===== src/rtl/crs_client.sv =====
`default_nettype none
// +----------------------------------------------------------------------------+
// | Module      : crs_client                                                    |
// | Description : Host command client for a bus master. It issues single write,|
// |               read and bulk-write-commit requests, waits for the ack       |
// |               handshake or aborts on timeout, and holds a bulk-write FIFO   |
// |               that the master drains with buf_rd_i.                         |
// | Ports       : clk, rst (sync, active-high)                                  |
// |               cmd_valid_i/cmd_ready_o/cmd_op_i/cmd_adr_i/cmd_data_i : host  |
// |               fill_wr_i/fill_adr_i/fill_data_i/fill_full_o/ovf_o : FIFO fill|
// |               rsp_valid_o/rsp_data_o/rsp_err_o : completion                 |
// |               wr_req_o/rd_req_o/bwr_req_o/ack_i/adr_o/wr_data_o/rd_data_i : |
// |               master request side                                          |
// |               buf_rd_i/buf_empty_o/buf_wr_data_o : FIFO drain               |
// | Revision    : 1.0 - initial release                                        |
// +----------------------------------------------------------------------------+
module crs_client #(
  parameter int DEPTH_LOG2 = 4,
  parameter int TIMEOUT    = 1023
) (
  input  logic        clk,
  input  logic        rst,
  input  logic        cmd_valid_i,
  output logic        cmd_ready_o,
  input  logic [1:0]  cmd_op_i,
  input  logic [11:0] cmd_adr_i,
  input  logic [15:0] cmd_data_i,
  input  logic        fill_wr_i,
  input  logic [11:0] fill_adr_i,
  input  logic [15:0] fill_data_i,
  output logic        fill_full_o,
  output logic        ovf_o,
  output logic        rsp_valid_o,
  output logic [15:0] rsp_data_o,
  output logic        rsp_err_o,
  output logic        wr_req_o,
  output logic        rd_req_o,
  output logic        bwr_req_o,
  input  logic        ack_i,
  output logic [11:0] adr_o,
  output logic [15:0] wr_data_o,
  input  logic [15:0] rd_data_i,
  input  logic        buf_rd_i,
  output logic        buf_empty_o,
  output logic [31:0] buf_wr_data_o
);

  localparam int DEPTH  = 1 << DEPTH_LOG2;
  localparam int WAIT_W = $clog2(TIMEOUT + 1);

  localparam logic [1:0] S_IDLE = 2'd0;
  localparam logic [1:0] S_REQ  = 2'd1;
  localparam logic [1:0] S_REL  = 2'd2;

  localparam logic [1:0] OP_WR   = 2'd0;
  localparam logic [1:0] OP_RD   = 2'd1;
  localparam logic [1:0] OP_BWR  = 2'd2;
  localparam logic [1:0] OP_RSVD = 2'd3;

  localparam logic [DEPTH_LOG2:0] C_FULL      = {1'b1, {DEPTH_LOG2{1'b0}}};
  localparam logic [WAIT_W-1:0]   C_WAIT_LAST = WAIT_W'(TIMEOUT - 1);

  logic [1:0]            state_q, state_d;
  logic [1:0]            op_q, op_d;
  logic                  wr_req_q, wr_req_d, rd_req_q, rd_req_d, bwr_req_q, bwr_req_d;
  logic                  rsp_valid_q, rsp_valid_d, rsp_err_q, rsp_err_d;
  logic [15:0]           rsp_data_q, rsp_data_d;
  logic [11:0]           adr_q, adr_d;
  logic [15:0]           wr_data_q, wr_data_d;
  logic [WAIT_W-1:0]     wait_q, wait_d;
  logic [DEPTH_LOG2-1:0] wptr_q, rptr_q;
  logic [DEPTH_LOG2:0]   cnt_q;
  logic                  ovf_q, ovf_d;
  logic [31:0]           buf_q;
  logic [31:0]           mem_q [DEPTH];

  logic cmd_fire, wait_last, push, pop;

  assign cmd_fire  = cmd_valid_i && (state_q == S_IDLE);
  // The abort edge is the one on which the counter would reach TIMEOUT.
  assign wait_last = (wait_q == C_WAIT_LAST);

  // FSM: state register
  always_ff @(posedge clk) begin
    if (rst) state_q <= S_IDLE;
    else     state_q <= state_d;
  end

  // FSM: next state
  always_comb begin
    state_d = state_q;
    case (state_q)
      S_IDLE:  if (cmd_fire && (cmd_op_i != OP_RSVD)) state_d = S_REQ;
      S_REQ:   if (ack_i) state_d = S_REL;
               else if (wait_last) state_d = S_IDLE;
      S_REL:   if (!ack_i) state_d = S_IDLE;
      default: state_d = S_IDLE;
    endcase
  end

  // FSM: outputs (next values of the registered request/response outputs)
  always_comb begin
    op_d        = op_q;
    wr_req_d    = wr_req_q;
    rd_req_d    = rd_req_q;
    bwr_req_d   = bwr_req_q;
    rsp_valid_d = 1'b0;
    rsp_err_d   = 1'b0;
    rsp_data_d  = rsp_data_q;
    adr_d       = adr_q;
    wr_data_d   = wr_data_q;
    wait_d      = wait_q;
    case (state_q)
      S_IDLE: begin
        if (cmd_fire) begin
          op_d       = cmd_op_i;
          rsp_data_d = 16'h0000;
          if (cmd_op_i == OP_RSVD) begin
            rsp_valid_d = 1'b1;
            rsp_err_d   = 1'b1;
          end else begin
            adr_d     = cmd_adr_i;
            wr_data_d = cmd_data_i;
            wait_d    = '0;
            wr_req_d  = (cmd_op_i == OP_WR);
            rd_req_d  = (cmd_op_i == OP_RD);
            bwr_req_d = (cmd_op_i == OP_BWR);
          end
        end
      end
      S_REQ: begin
        if (ack_i) begin
          if (op_q == OP_RD) rsp_data_d = rd_data_i;
          wr_req_d  = 1'b0;
          rd_req_d  = 1'b0;
          bwr_req_d = 1'b0;
        end else begin
          wait_d = wait_q + 1'b1;
          if (wait_last) begin
            wr_req_d    = 1'b0;
            rd_req_d    = 1'b0;
            bwr_req_d   = 1'b0;
            rsp_valid_d = 1'b1;
            rsp_err_d   = 1'b1;
          end
        end
      end
      S_REL: begin
        if (!ack_i) rsp_valid_d = 1'b1;
      end
      default: begin
        wr_req_d  = 1'b0;
        rd_req_d  = 1'b0;
        bwr_req_d = 1'b0;
      end
    endcase
  end

  always_ff @(posedge clk) begin
    if (rst) begin
      op_q        <= OP_WR;
      wr_req_q    <= 1'b0;
      rd_req_q    <= 1'b0;
      bwr_req_q   <= 1'b0;
      rsp_valid_q <= 1'b0;
      rsp_err_q   <= 1'b0;
      rsp_data_q  <= 16'h0000;
      adr_q       <= 12'h000;
      wr_data_q   <= 16'h0000;
      wait_q      <= '0;
    end else begin
      op_q        <= op_d;
      wr_req_q    <= wr_req_d;
      rd_req_q    <= rd_req_d;
      bwr_req_q   <= bwr_req_d;
      rsp_valid_q <= rsp_valid_d;
      rsp_err_q   <= rsp_err_d;
      rsp_data_q  <= rsp_data_d;
      adr_q       <= adr_d;
      wr_data_q   <= wr_data_d;
      wait_q      <= wait_d;
    end
  end

  // Bulk-write FIFO. Filling is blocked while a commit is outstanding so the
  // master drains a stable snapshot.
  assign fill_full_o = (cnt_q == C_FULL) ||
                       (((state_q == S_REQ) || (state_q == S_REL)) && (op_q == OP_BWR));
  assign push        = fill_wr_i && !fill_full_o;
  assign pop         = buf_rd_i && (cnt_q != '0);
  // A drop on the commit edge itself is still reported.
  assign ovf_d       = (ovf_q && !(cmd_fire && (cmd_op_i == OP_BWR))) ||
                       (fill_wr_i && fill_full_o);

  always_ff @(posedge clk) begin
    if (rst) begin
      wptr_q <= '0;
      rptr_q <= '0;
      cnt_q  <= '0;
      ovf_q  <= 1'b0;
      buf_q  <= 32'h0;
    end else begin
      ovf_q <= ovf_d;
      if (push) wptr_q <= wptr_q + 1'b1;
      if (pop) begin
        rptr_q <= rptr_q + 1'b1;
        buf_q  <= mem_q[rptr_q];
      end
      case ({push, pop})
        2'b10:   cnt_q <= cnt_q + 1'b1;
        2'b01:   cnt_q <= cnt_q - 1'b1;
        default: cnt_q <= cnt_q;
      endcase
    end
  end

  // Storage needs no reset; the pointers define which entries are live.
  always_ff @(posedge clk) begin
    if (push) mem_q[wptr_q] <= {4'h0, fill_adr_i, fill_data_i};
  end

  assign cmd_ready_o   = (state_q == S_IDLE);
  assign ovf_o         = ovf_q;
  assign rsp_valid_o   = rsp_valid_q;
  assign rsp_err_o     = rsp_err_q;
  assign rsp_data_o    = rsp_data_q;
  assign wr_req_o      = wr_req_q;
  assign rd_req_o      = rd_req_q;
  assign bwr_req_o     = bwr_req_q;
  assign adr_o         = adr_q;
  assign wr_data_o     = wr_data_q;
  assign buf_empty_o   = (cnt_q == '0);
  assign buf_wr_data_o = buf_q;

endmodule
`default_nettype wire


===== config.mk =====
export PLATFORM = sky130hd
export DESIGN_NAME = crs_client
export DESIGN_NICKNAME = d
export VERILOG_FILES = /design/src/rtl/crs_client.sv
export SDC_FILE = /design/constraint.sdc
export NUM_CORES = 1
export LEC_CHECK = 0
export ABC_AREA = 1
export CAP_MARGIN = 20
export CORE_UTILIZATION = 50
export CTS_BUF_LIST = sky130_fd_sc_hd__clkbuf_4
export DETAILED_ROUTE_END_ITERATION = 8
export PLACE_DENSITY_LB_ADDON = 0.1
export SLEW_MARGIN = 20
export SYNTH_ARGS = -nofsm -noshare
export SYNTH_HDL_FRONTEND = slang
export SYNTH_SLANG_ARGS = --single-unit

===== constraint.sdc =====
create_clock -name clk -period 3.35 [get_ports clk]
set_clock_uncertainty 0.2 [all_clocks]
set_input_delay 1.005 -clock clk [delete_from_list [all_inputs] [get_ports clk]]
set_output_delay 1.005 -clock clk [all_outputs]
set_load 0.01 [all_outputs]

After elaboration in Yosys (flattened, before gate mapping)
Memory sizes are Yosys's and may differ from the RTL's. A register that Yosys moved wholly into a read port is not among the register bits.
Index checks and enable logic that the tools add are counted.
Storage, ports and cells
  register bits: 109
  RAM bits: 448
  input bits: 80
  output and inout port bits: 85
  logic and storage cells: 103
  memories: 1
Memories
  mem_q: words 16, bits a word 28, rd ports 1, clocked after Yosys merged registers in 1, write ports 1, RTL line 75  | logic [31:0] mem_q [DEPTH];
Cells by class
  add/sub/neg operators: 5
  eq/ne operators: 20
  multiplexer cells: 34
  bitwise gates (word level): 2
  reductions and logical operators: 25
Operator list (number)
  16-bit two-way mux: 3
  16-bit case mux with 2 select lines: 1
  10-bit two-way mux: 3
  10-bit case mux with 2 select lines: 1
  1-bit two-way mux: 15
  2-bit != test (second input constant): 6
  1-bit case mux with 3 select lines: 4
  4-bit AND reduction: 3
  10-bit by 1-bit adder with 10-bit output (second input constant): 1
  10-bit == test (second input constant): 1
  2-bit == test (second input constant): 5
  5-bit case mux with 2 select lines: 1
  4-bit by 1-bit adder with 4-bit output (second input constant): 2
  2-bit by 1-bit == test with 1-bit output (second input constant): 4
  1-bit logical AND: 8
  2-bit two-way mux: 4
  2-bit case mux with 3 select lines: 1
  3-bit AND reduction: 2
  5-bit by 1-bit adder with 5-bit output (second input constant): 1
  5-bit == test (second input constant): 1
  5-bit zero test: 1
  5-bit nonzero test: 1
  5-bit by 1-bit subtractor with 5-bit output (second input constant): 1
  2-bit zero test: 2
  8 further kinds: 14

Depth between registers and ports, before layout
Gate-level depths: netlist of run 1.
  depth after elaboration: 8
  mapped depth: 16
  gate-level depth less buffers: 15

Least setup slack after synthesis of run 1
OpenSTA, ideal clock, no wires.
  path kind: in2reg
  start point: in fill_wr_i
  end point: mem mem_q[0][0] in the netlist's numbering (enable)
  library setup time: 0.413 ns
  arrival: 2.571 ns
  data required time: 2.737 ns
  setup slack: 0.167 ns
  cell stages on the path: 4
  path buffers: 0
  cell sequence: nand3_2 > inv_1 > nand2_1 > nor2_1
On the way
  longest elaborated chain between the ends: 3
Ends and longest elaborated chain
  start: declaration: RTL line 28  | input logic fill_wr_i,
  1-bit logical AND: RTL line 189  | assign push = fill_wr_i && !fill_full_o;
  1-bit two-way mux: RTL line 219  | if (push) mem_q[wptr_q] <= {4'h0, fill_adr_i, fill_data_i};
  1-bit two-way mux (implied by the code): RTL line 219
  end: declaration: RTL line 75
No other way between the ends.

Final worst setup path of run 1
  start point: reg state_q[1]
  end point: out fill_full_o
On the way
  longest elaborated chain between the ends: 4
  elaborated cells between the ends (all ways): 5
  those cells by class: eq/ne: 2; reduce/logical: 3
Ends and longest elaborated chain
  start: declaration: RTL line 63  | logic [1:0] state_q, state_d;
  start signal: assignment: RTL line 86  | else state_q <= state_d;
  2-bit by 1-bit == test with 1-bit output or 2-bit == test (tied branches): RTL line 188  | (((state_q == S_REQ) || (state_q == S_REL)) && (op_q == OP_BWR));
  1-bit logical OR (*): RTL line 188
  1-bit logical AND (*): RTL line 188
  1-bit logical OR (*): RTL line 187  | assign fill_full_o = (cnt_q == C_FULL) ||
  end: declaration: RTL line 31  | output logic fill_full_o,
Every way passes the cells marked *; elsewhere a longest branch is shown, timed or not.

==> metrics, run 1 <==
commonest non-fill, non-tap cell in the layout nand2_1; GRT Residual Overflow 0; maximum fanout encountered on the critical timing path 4; achievable clock frequency 312 MHz; Cells on Worst Hold Path 2; end of the worst register-to-register path cnt_q[4]$_SDFFE_PP0P_; synthesized area 23400 um^2; cells taking the most area after synthesis edfxtp_1 57%, nand2_1 12%, dfxtp_1 9.0%, nand3_1 6.9%, inv_1 4.8%; FF-to-FF Start state_q[1]$_SDFFE_PP0P_; element type at the critical path end primary output; Floorplan Core Area roughly 46000 um^2; worst vdd rail ir drop between 0.5 and 0.6 mV; most common flop cell mapped by yosys edfxtp_1; most frequent cells in the layout 753 x nand2_1, 448 x edfxtp_1, 324 x nand3_1; Cells after Synth 2355; cell area power density a little under 700 nW/um^2; clock sink total 553; Max Cap Viol 0; final critical-path share of the clock period 95.7%; number of flops mapped to enable cells by yosys roughly 450; register-to-register path setup slack between 0.8 and 0.9 ns; vias 16904; relative max-transition margin between 20% and 30%; number of port buffers 160; slew of the pin with the lowest slew margin 1.08 ns; top cell type's share of synthesized area a little under three fifths; Hold Path Class reg2reg; number of DRC markers in iteration 0 1498; starting density of the core 51.2%; antenna violations before repair 2; Setup Crit Path Kind reg2out; TritonCTS clock tree done; share of the core filled with cells between 60 and 70%; number of distinct library cells after synthesis 35; die outline height 219 um; shortest period the worst path allows about 3.2 ns; master cell of the clock root buffer clkbuf_4; number of iterations in the first detailed-routing pass 5; P_leak between 10 and 15 nW; total number of H-tree levels 4; synth-to-layout area growth 19.3%; crit path max-delay cell type dfxtp_2; list of cells traversed by the critical path inv_1, ha_2, nand3_2, nand2_1, buf_2; slowest cell delay on critical path 0.35 ns; total clock buffers created by CTS roughly 150; Post-Route WL 58200 um; Hold-fix buffers, CTS 0; HPWL Detailed ~33000 um; final max-slew violation count 0; filler cell count in the final layout 3848; Worst path top cell family by delay flip-flops; buffering stage count on the worst path with inverters included 2; Hold Path Sink wr_req_o$_SDFFE_PP0P_; leading area contributor after synthesis edfxtp_1; total number of nets in the final design 2699; insertion delay of the later-clocked pin in the worst-skew pair a little under 1 ns; combined global-route utilization of all metal layers 25.4%; Fin. Hold Viols 0; number of placement rows 78; sequential area share after synthesis between 60% and 70%; horizontal extent of the die 219 um; clock-pin slew reported for the worst setup and hold paths after clock tree synthesis approximately 0.060 ns; area of combinational cells with multiple inputs 6170 um^2; remaining routing DRC violations 0; kind of start point of the critical path flop; total area of sequential cells 15600 um^2; number of cells on the worst reg-to-reg path 15; deepest clock path buffer count 3; critical path required time about 2.1 ns; average detailed-routed wire length per instance 17.6 um; arrival time reported for the critical path endpoint 2.00 ns; DIE AREA 47800 um^2; Yosys reg bits 553; number of global-route vias before repair between 15000 and 20000; largest net degree at the start of global routing 227; GPL Wtd Cong 0.822; async set-reset flop share out of synthesis 0%; result of the run completed; post-place instance area approximately 26000 um^2; average cell area after synthesis ~10 um^2; count of synthesis-stage warnings from yosys 0; finished layout cell area 28000 um^2; number of nets with antenna violations after routing 0; vias per cell 5.10; Final Setup Violations 0; hold path start wr_req_o$_SDFFE_PP0P_; layout cell share with drive strength beyond 1 12.9%; number of primary I/O pins about 170; wire length of the first global-routing pass 91600 um
==> cells in the mapped netlist (6+ instances only) <==
cell type  number
nand2_1       753
edfxtp_1      448
nand3_1       325
inv_1         297
nor2_1        163
dfxtp_1       105
buf_2          56
o21ai_0        45
a21oi_1        29
clkbuf_1       21
buf_4          17
ha_1           15
buf_6          13
a22oi_2        10
buf_1          10
a22oi_1         6
==> logic make-up after synthesis <==
logic type,share of synthesized area (%)
XOR/XNOR,0.187
flip-flops,66.4
adder cells (fa/ha/maj),0.886
buffers and inverters,7.91
AND/OR/NAND/NOR,22.1
other,0.0160
AO/OA/AOI/OAI,2.54
==> worst min-delay path, delay by kind of cell (launching register included) <==
| family | cells | cell delay [ns] |
|---|---|---|
| flops | 1 | 0.30 |
| simple gates | 1 | 0.06 |
| compound gates | 1 | 0.05 |
==> how the worst max path moves through the flow <==
stage / startpoint / end / slack [ns] / cells past startpoint
final: state_q[1]$_SDFFE_PP0P_ / fill_full_o / 0.14 / 5
after global routing: state_q[1]$_SDFFE_PP0P_ / fill_full_o / -0.02 / 5
after CTS: state_q[1]$_SDFFE_PP0P_ / fill_full_o / 0.01 / 5
after detailed placement: buf_rd_i / cnt_q[4]$_SDFFE_PP0P_ / 0.14 / 14
after global placement: buf_rd_i / cnt_q[4]$_SDFFE_PP0P_ / 0.05 / 14
after floorplan: fill_wr_i / mem_q[0][0]$_DFFE_PP_ / 0.17 / 4
==> sequential cells by signal (all words and copies together) (netlist names), 2 cells and up <==
signal / flops
mem_q: 448
buf_wr_data_o: 28
rsp_data_o: 16
wr_data_o: 16
adr_o: 12
wait_q: 10
cnt_q: 5
rptr_q: 4
wptr_q: 4
op_q: 2
state_q: 2
==> routing by layer <==
metal | part of all wire [%] | track usage (%) | wire (um)
met5 | 0 | 0 | 0
met4 | 1.7 | 9.07 | 996
met3 | 7.8 | 6.42 | 4570
met2 | 48 | 41.2 | 27900
met1 | 43 | 32.9 | 24800
==> final cells by class <==
class / count / area share, %
Sequential cell: 553 / 55.7
Multi-Input combinational cell: 1382 / 22.1
Timing Repair Buffer: 216 / 8.26
Clock buffer: 231 / 6.20
Inverter: 303 / 4.09
Tap cell: 600 / 2.68
Clock inverter: 29 / 0.980
Antenna cell: 2 / 0.0179
==> per-stage QoR <==
stage	total power, W	std cells	hold slack, ns	setup WS (ns)	setup TNS, ns
5_1_grt	0.0203	3316	0.275	-0.0222	-0.0222
3_5_place_dp	0.0130	3053	0.262	0.136	0
6_report	0.0191	3316	0.265	0.145	0
2_1_floorplan	0.0114	2358	0.241	0.167	0
3_3_place_gp	0.0129	3053	0.252	0.0495	0
4_1_cts	0.0193	3313	0.252	0.0109	0
==> report_power, final <==
part	switching, W	internal (W)	leakage, nW	total [W]
Clock	0.00271	0.00357	1.19	0.00629
Combinational	0.00315	0.00167	5.62	0.00482
Sequential	0.000192	0.00782	4.91	0.00802
==> repair_timing <==
item,in CTS,in global routing
pin swaps,1,1
hold endpoints to repair,0,0
setup endpoints to repair,3,1
gates resized for setup,10,1
setup buffers,0,1
(Power assumes the default switching activity.)
==> run 2, diff against run 1 <==
DONT_BUFFER_PORTS = 1   (was default)
HOLD_SLACK_MARGIN = 0.03   (was default)
SLEW_MARGIN = default   (was 20)
==> run 2 against run 1 <==
Global-route usage fell by 0.13 points. Highest routed layer unchanged. Largest cell class unchanged. First-iteration DRC count decreased by 12%. Sequential power rose by 2%.
==> metrics, run 2 (synthesis gave the netlist of run 1 again) <==
total number of H-tree levels 4 (unchanged); largest net degree at the start of global routing 135 (-41%); routing usage on met3 6.65% (+0.24 points); P_leak 11.3 nW (-3.3%); clock-pin slew reported for the worst setup and hold paths after clock tree synthesis 0.06 ns (about the same); deepest clock path buffer count 3 (unchanged); critical path required time 2.14 ns (about the same); arrival time reported for the critical path endpoint 1.94 ns (-0.06 ns); vias per cell 5.15 (+1.1%); number of global-route vias before repair 16641 (-1.6%); share of the core filled with cells 58.7% (-2.4 points); number of nets with antenna violations after routing 0 (unchanged); Final Setup Violations 0 (unchanged); vias 16697 (-1.2%); starting density of the core 51.2% (unchanged); relative max-transition margin 43.4% (+15 points); result of the run completed; met2 track utilization from global routing 40.5% (-0.68 points); number of DRC markers in iteration 0 1315 (-12%); GPL Wtd Cong 0.852 (+3.7%); number of primary I/O pins 165 (unchanged); number of placement rows 78 (unchanged); GRT Residual Overflow 0 (unchanged); finished layout cell area 26900 um^2 (-3.9%); synth-to-layout area growth 14.6%; horizontal extent of the die 219 um (unchanged); Largest register FFs 448 (unchanged); Post-Route WL 58300 um (about the same); total setup buffers inserted after CTS 0 (unchanged); clock sink total 553 (unchanged); layout cell share with drive strength beyond 1 12.7% (-0.20 points); number of iterations in the first detailed-routing pass 7 (+2); total area of sequential cells 15600 um^2 (about the same); number of port buffers 0 (-100%); total number of nets in the final design 2615 (-3.1%); layer with the highest usage met2; element type at the critical path end primary output; cell area power density 681 nW/um^2 (-0.38%); total power 0.0183 W (-4.3%); DIE AREA 47800 um^2 (unchanged); worst-case hold slack 0.133 ns (-0.131 ns); filler cell count in the final layout 3910 (+1.6%); insertion delay of the later-clocked pin in the worst-skew pair 0.99 ns (+0.02 ns); TritonCTS clock tree done; master cell of the clock root buffer clkbuf_4; shortest period the worst path allows 3.15 ns (-0.0589 ns); remaining routing DRC violations 0 (unchanged); post-place instance area 24100 um^2 (-7.0%); commonest non-fill, non-tap cell in the layout nand2_1; most frequent cells in the layout 752 x nand2_1, 448 x edfxtp_1, 325 x nand3_1; maximum fanout encountered on the critical timing path 4 (unchanged); kind of start point of the critical path flop; combined global-route utilization of all metal layers 25.3% (-0.13 points); achievable clock frequency 318 MHz (+1.9%); slew of the pin with the lowest slew margin 0.848 ns (-0.232 ns); average detailed-routed wire length per instance 18.0 um (+2.4%); post-route insts no fill 3241 (-2.3%); final max-slew violation count 0 (unchanged); worst vdd rail ir drop 0.416 mV (-22%); Biggest register mem_q; antenna violations before repair 2 (unchanged); Setup Crit Path Kind reg2out; total clock buffers created by CTS 148 (+0.68%); global-route met1 utilization 32.2% (-0.73 points); count of placed standard cells including taps 2890 (-5.3%); HPWL Detailed 31800 um (-4.4%); Floorplan Core Area 45800 um^2 (unchanged); final critical-path share of the clock period 93.9% (-1.8 points); die outline height 219 um (unchanged); Fin. Hold Viols 0 (unchanged); Max Cap Viol 0 (unchanged); Hold Path Class in2reg; area of combinational cells with multiple inputs 6170 um^2 (-0.12%); wire length of the first global-routing pass 90500 um (-1.1%)
[run 2: changes by cell type in the layout (fill, tap and decap cells not counted), moves of 2 or more]
| cell | before | now |
|---|---|---|
| clkinv_2 | 3 | 0 |
| buf_2 | 2 | 0 |
| clkbuf_4 | 231 | 226 |
| dlygate4sd3_1 | 0 | 78 |
| bufinv_16 | 6 | 2 |
| inv_2 | 7 | 10 |
| clkinv_1 | 17 | 28 |
| diode_2 | 2 | 9 |
| dlygate4sd2_1 | 2 | 0 |
| clkdlybuf4s50_1 | 156 | 0 |
| buf_12 | 24 | 9 |
| buf_4 | 32 | 43 |
[run 2: through the flow]
stage | setup slack (ns) | setup TNS [ns]
floorplan | 0.167 | 0
global placement | 0.439 | 0
detailed placement | 0.459 | 0
CTS | 0.0509 | 0
global route | -0.0121 | -0.0121
finish | 0.204 | 0
[run 2: layout make-up]
| type | count | share of cell area [%] |
|---|---|---|
| Inverter | 303 | 4.26 |
| Antenna cell | 9 | 0.0839 |
| Clock buffer | 226 | 6.32 |
| Timing Repair Buffer | 131 | 4.88 |
| Clock inverter | 37 | 0.741 |
| Multi-Input combinational cell | 1382 | 23.0 |
| Tap cell | 600 | 2.80 |
| Sequential cell | 553 | 58.0 |
[run 2: power breakdown]
group	internal [W]	switching [W]
sequential	0.00783	0.000347
combinational	0.00129	0.00290
clock	0.00321	0.00272
[run 2: path summary, 6_finish.rpt]
| kind | from | end | slack, ns | depth (start not counted) |
|---|---|---|---|---|
| worst min register to register | op_q[0]$_SDFFE_PP0P_ | op_q[0]$_SDFFE_PP0P_ | 0.27 | 2 |
| worst min-delay path | cmd_op_i[1] | ovf_o$_SDFF_PP0_ | 0.13 | 3 |
| worst max register to register | state_q[1]$_SDFFE_PP0P_ | cnt_q[4]$_SDFFE_PP0P_ | 0.56 | 15 |
| worst max-delay path | state_q[1]$_SDFFE_PP0P_ | fill_full_o | 0.20 | 4 |
[run 2: what timing repair did]
action	in CTS	in global routing
hold buffers	79	0
hold endpoints to repair	537	0
gates resized for setup	0	2
setup endpoints to repair	0	1
[run 2: per-layer routing]
metal | part of all wire (%) | vias to the layer above
li1 | - | 8098
met5 | 0 | -
met4 | 2.5 | 0
met2 | 48 | 596
met3 | 7.1 | 115
met1 | 43 | 7888
[run 2: critical path: stages (launching register included)]
cell	delay, ns
dfxtp_1	0.37
inv_1	0.08
ha_1	0.28
nand3_1	0.12
nand2_2	0.14
==> run 3, diff against run 2 <==
MAX_ROUTING_LAYER = met4   (was default)
SKIP_CTS_REPAIR_TIMING = 1   (was default)
==> run 3 against run 2 <==
Sequential share of layout area down 0.094 points. Global-route usage barely moved. Power is 0.45% higher. Worst setup slack got worse by 0.050 ns. Clock power rose by 2%. Sequential power hardly changed. Combinational power is essentially flat. Hold slack lost 0.047 ns. Die area unchanged.
==> metrics, run 3 (synthesis gave the netlist of run 1 again) <==
result of the run completed; share of the core filled with cells 58.8% (+0.090 points); master cell of the clock root buffer clkbuf_4; part of the power in registers 44.3% (-0.4 points); Floorplan Core Area 45800 um^2 (unchanged); Largest register FFs 448 (unchanged); number of nets with antenna violations after routing 0 (unchanged); worst-case hold slack 0.0862 ns (-0.0471 ns); number of DRC markers in iteration 0 1214 (-7.7%); number of placement rows 78 (unchanged); clock sink total 553 (unchanged); clock power share 32.8% (+0.3 points); routed metal-1 wire length 25000 um (+0.41%); vias 16584 (-0.68%); Cell Int Power 0.0124 W (+0.89%); critical path required time 2.14 ns (about the same); shortest period the worst path allows 3.20 ns (+0.0500 ns); TritonCTS clock tree done; Max Cap Viol 0 (unchanged); Worst path top cell family by delay flip-flops; P_leak 11.4 nW (+0.17%); HPWL Detailed 31500 um (-0.80%); vias per cell 5.13 (-0.49%); total number of nets in the final design 2610 (-0.19%); number of cells on the worst reg-to-reg path 8 (-7); synth-to-layout area growth 14.8%; FF-to-FF Start state_q[0]$_SDFFE_PP0P_; final max-slew violation count 0 (unchanged); Post-Route WL 58000 um (-0.44%); list of cells traversed by the critical path inv_1, ha_1, nand3_1, nand2_2; net switching power of the design 0.00595 W (-0.46%); wire length of the first global-routing pass 87800 um (-3.0%); maximum fanout encountered on the critical timing path 4 (unchanged); most frequent cells in the layout 752 x nand2_1, 448 x edfxtp_1, 325 x nand3_1; final critical-path share of the clock period 95.4% (+1.5 points); arrival time reported for the critical path endpoint 1.99 ns (+0.05 ns); Cells on Worst Hold Path 3 (unchanged); logic gate share of total power 22.8% (about the same); starting density of the core 51.2% (unchanged); buffering stage count on the worst path with inverters included 1 (unchanged); number of iterations in the first detailed-routing pass 5 (-2); Final Setup Violations 0 (unchanged); DIE AREA 47800 um^2 (unchanged); remaining routing DRC violations 0 (unchanged); slowest cell delay on critical path 0.39 ns (+0.02 ns); relative max-transition margin 46.7% (+3.4 points); Hold Path Class in2reg; number of global-route vias before repair 15992 (-3.9%); area of combinational cells with multiple inputs 6170 um^2 (unchanged); slew of the pin with the lowest slew margin 0.799 ns (-0.0495 ns); commonest non-fill, non-tap cell in the layout nand2_1; register-to-register path setup slack 0.51 ns (-0.05 ns); die outline height 219 um (unchanged); crit path max-delay cell type dfxtp_1; Fin. Hold Viols 0 (unchanged); average detailed-routed wire length per instance 17.9 um (-0.25%); end of the worst register-to-register path mem_q[8][16]$_DFFE_PP_; clock-pin slew reported for the worst setup and hold paths after clock tree synthesis 0.06 ns (about the same); cell area power density 683 nW/um^2 (+0.29%); total clock buffers created by CTS 148 (unchanged); layout cell share with drive strength beyond 1 13.0% (+0.30 points); GRT Residual Overflow 0 (unchanged); number of port buffers 0 (unchanged); hold path start ack_i; insertion delay of the later-clocked pin in the worst-skew pair 0.98 ns (about the same); element type at the critical path end primary output; total area of sequential cells 15600 um^2 (about the same); combined global-route utilization of all metal layers 25.2% (-0.043 points); GPL Wtd Cong 0.862 (+1.2%); largest net degree at the start of global routing 115 (-15%); DR WL met3 4070 um (-0.95%); kind of start point of the critical path flop; number of primary I/O pins 165 (unchanged); achievable clock frequency 313 MHz (-1.6%); worst vdd rail ir drop 0.402 mV (-3.4%); total number of H-tree levels 4 (unchanged); wire length on met2 27700 um (-0.79%); highest layer used for signal routing met4; Setup Crit Path Kind reg2out; horizontal extent of the die 219 um (unchanged); antenna violations before repair 3 (+1); deepest clock path buffer count 3 (unchanged); Hold Path Sink state_q[0]$_SDFFE_PP0P_; switching part of the total power 32.3% (-0.30 points); Biggest register mem_q; filler cell count in the final layout 3932 (+0.56%)
run 3: per-stage QoR:
| step | setup WS [ns] | instance area [um^2] | power, W | std cells | TNS (ns) |
|---|---|---|---|---|---|
| 3_3_place_gp | 0.457 | 24200 | 0.0123 | 2887 | 0 |
| 3_5_place_dp | 0.432 | 24200 | 0.0123 | 2887 | 0 |
| 5_1_grt | -0.0213 | 26900 | 0.0195 | 3231 | -0.0213 |
| 2_1_floorplan | 0.167 | 23500 | 0.0114 | 2358 | 0 |
| 6_report | 0.154 | 26900 | 0.0184 | 3235 | 0 |
| 4_1_cts | 0.0462 | 26100 | 0.0184 | 3149 | 0 |
run 3: how the worst max path moves through the flow:
stage	startpoint	endpoint	cells past startpoint
2_1_floorplan	fill_wr_i	mem_q[0][0]$_DFFE_PP_	4
3_3_place_gp	fill_wr_i	cnt_q[4]$_SDFFE_PP0P_	12
3_5_place_dp	fill_wr_i	mem_q[8][24]$_DFFE_PP_	5
4_1_cts	state_q[0]$_SDFFE_PP0P_	fill_full_o	4
5_1_grt	state_q[1]$_SDFFE_PP0P_	fill_full_o	4
6_report	state_q[0]$_SDFFE_PP0P_	fill_full_o	4
run 3: layout make-up:
cell class	count	share of cell area, %
Antenna cell	9	0.0837
Tap cell	600	2.79
Clock inverter	26	0.591
Clock buffer	236	6.59
Timing Repair Buffer	126	4.90
Multi-Input combinational cell	1382	22.9
Sequential cell	553	57.9
Inverter	303	4.26
run 3: worst reg2reg max path: cells and delay by family (launching register included):
family | cells | cell delay (ns)
and+or+nand+nor | 4 | 1.11
buffers and inverters | 3 | 0.55
DFF | 1 | 0.39
adders and majority gates | 1 | 0.30
run 3: routing by layer:
metal / up-vias / GRT usage, %
met2: 560 / 38.7
li1: 8090 / -
met4: 0 / 9.70
met5: - / -
met1: 7842 / 32.1
met3: 92 / 6.42
run 3: power by group through the flow:
stage / logic (W) / clock network, W / registers (W)
detailed placement: 0.00403 / 0 / 0.00830
CTS: 0.00405 / 0.00623 / 0.00816
global route: 0.00475 / 0.00660 / 0.00819
finish: 0.00419 / 0.00604 / 0.00815
floorplan: 0.00318 / 0 / 0.00821
global placement: 0.00399 / 0 / 0.00830
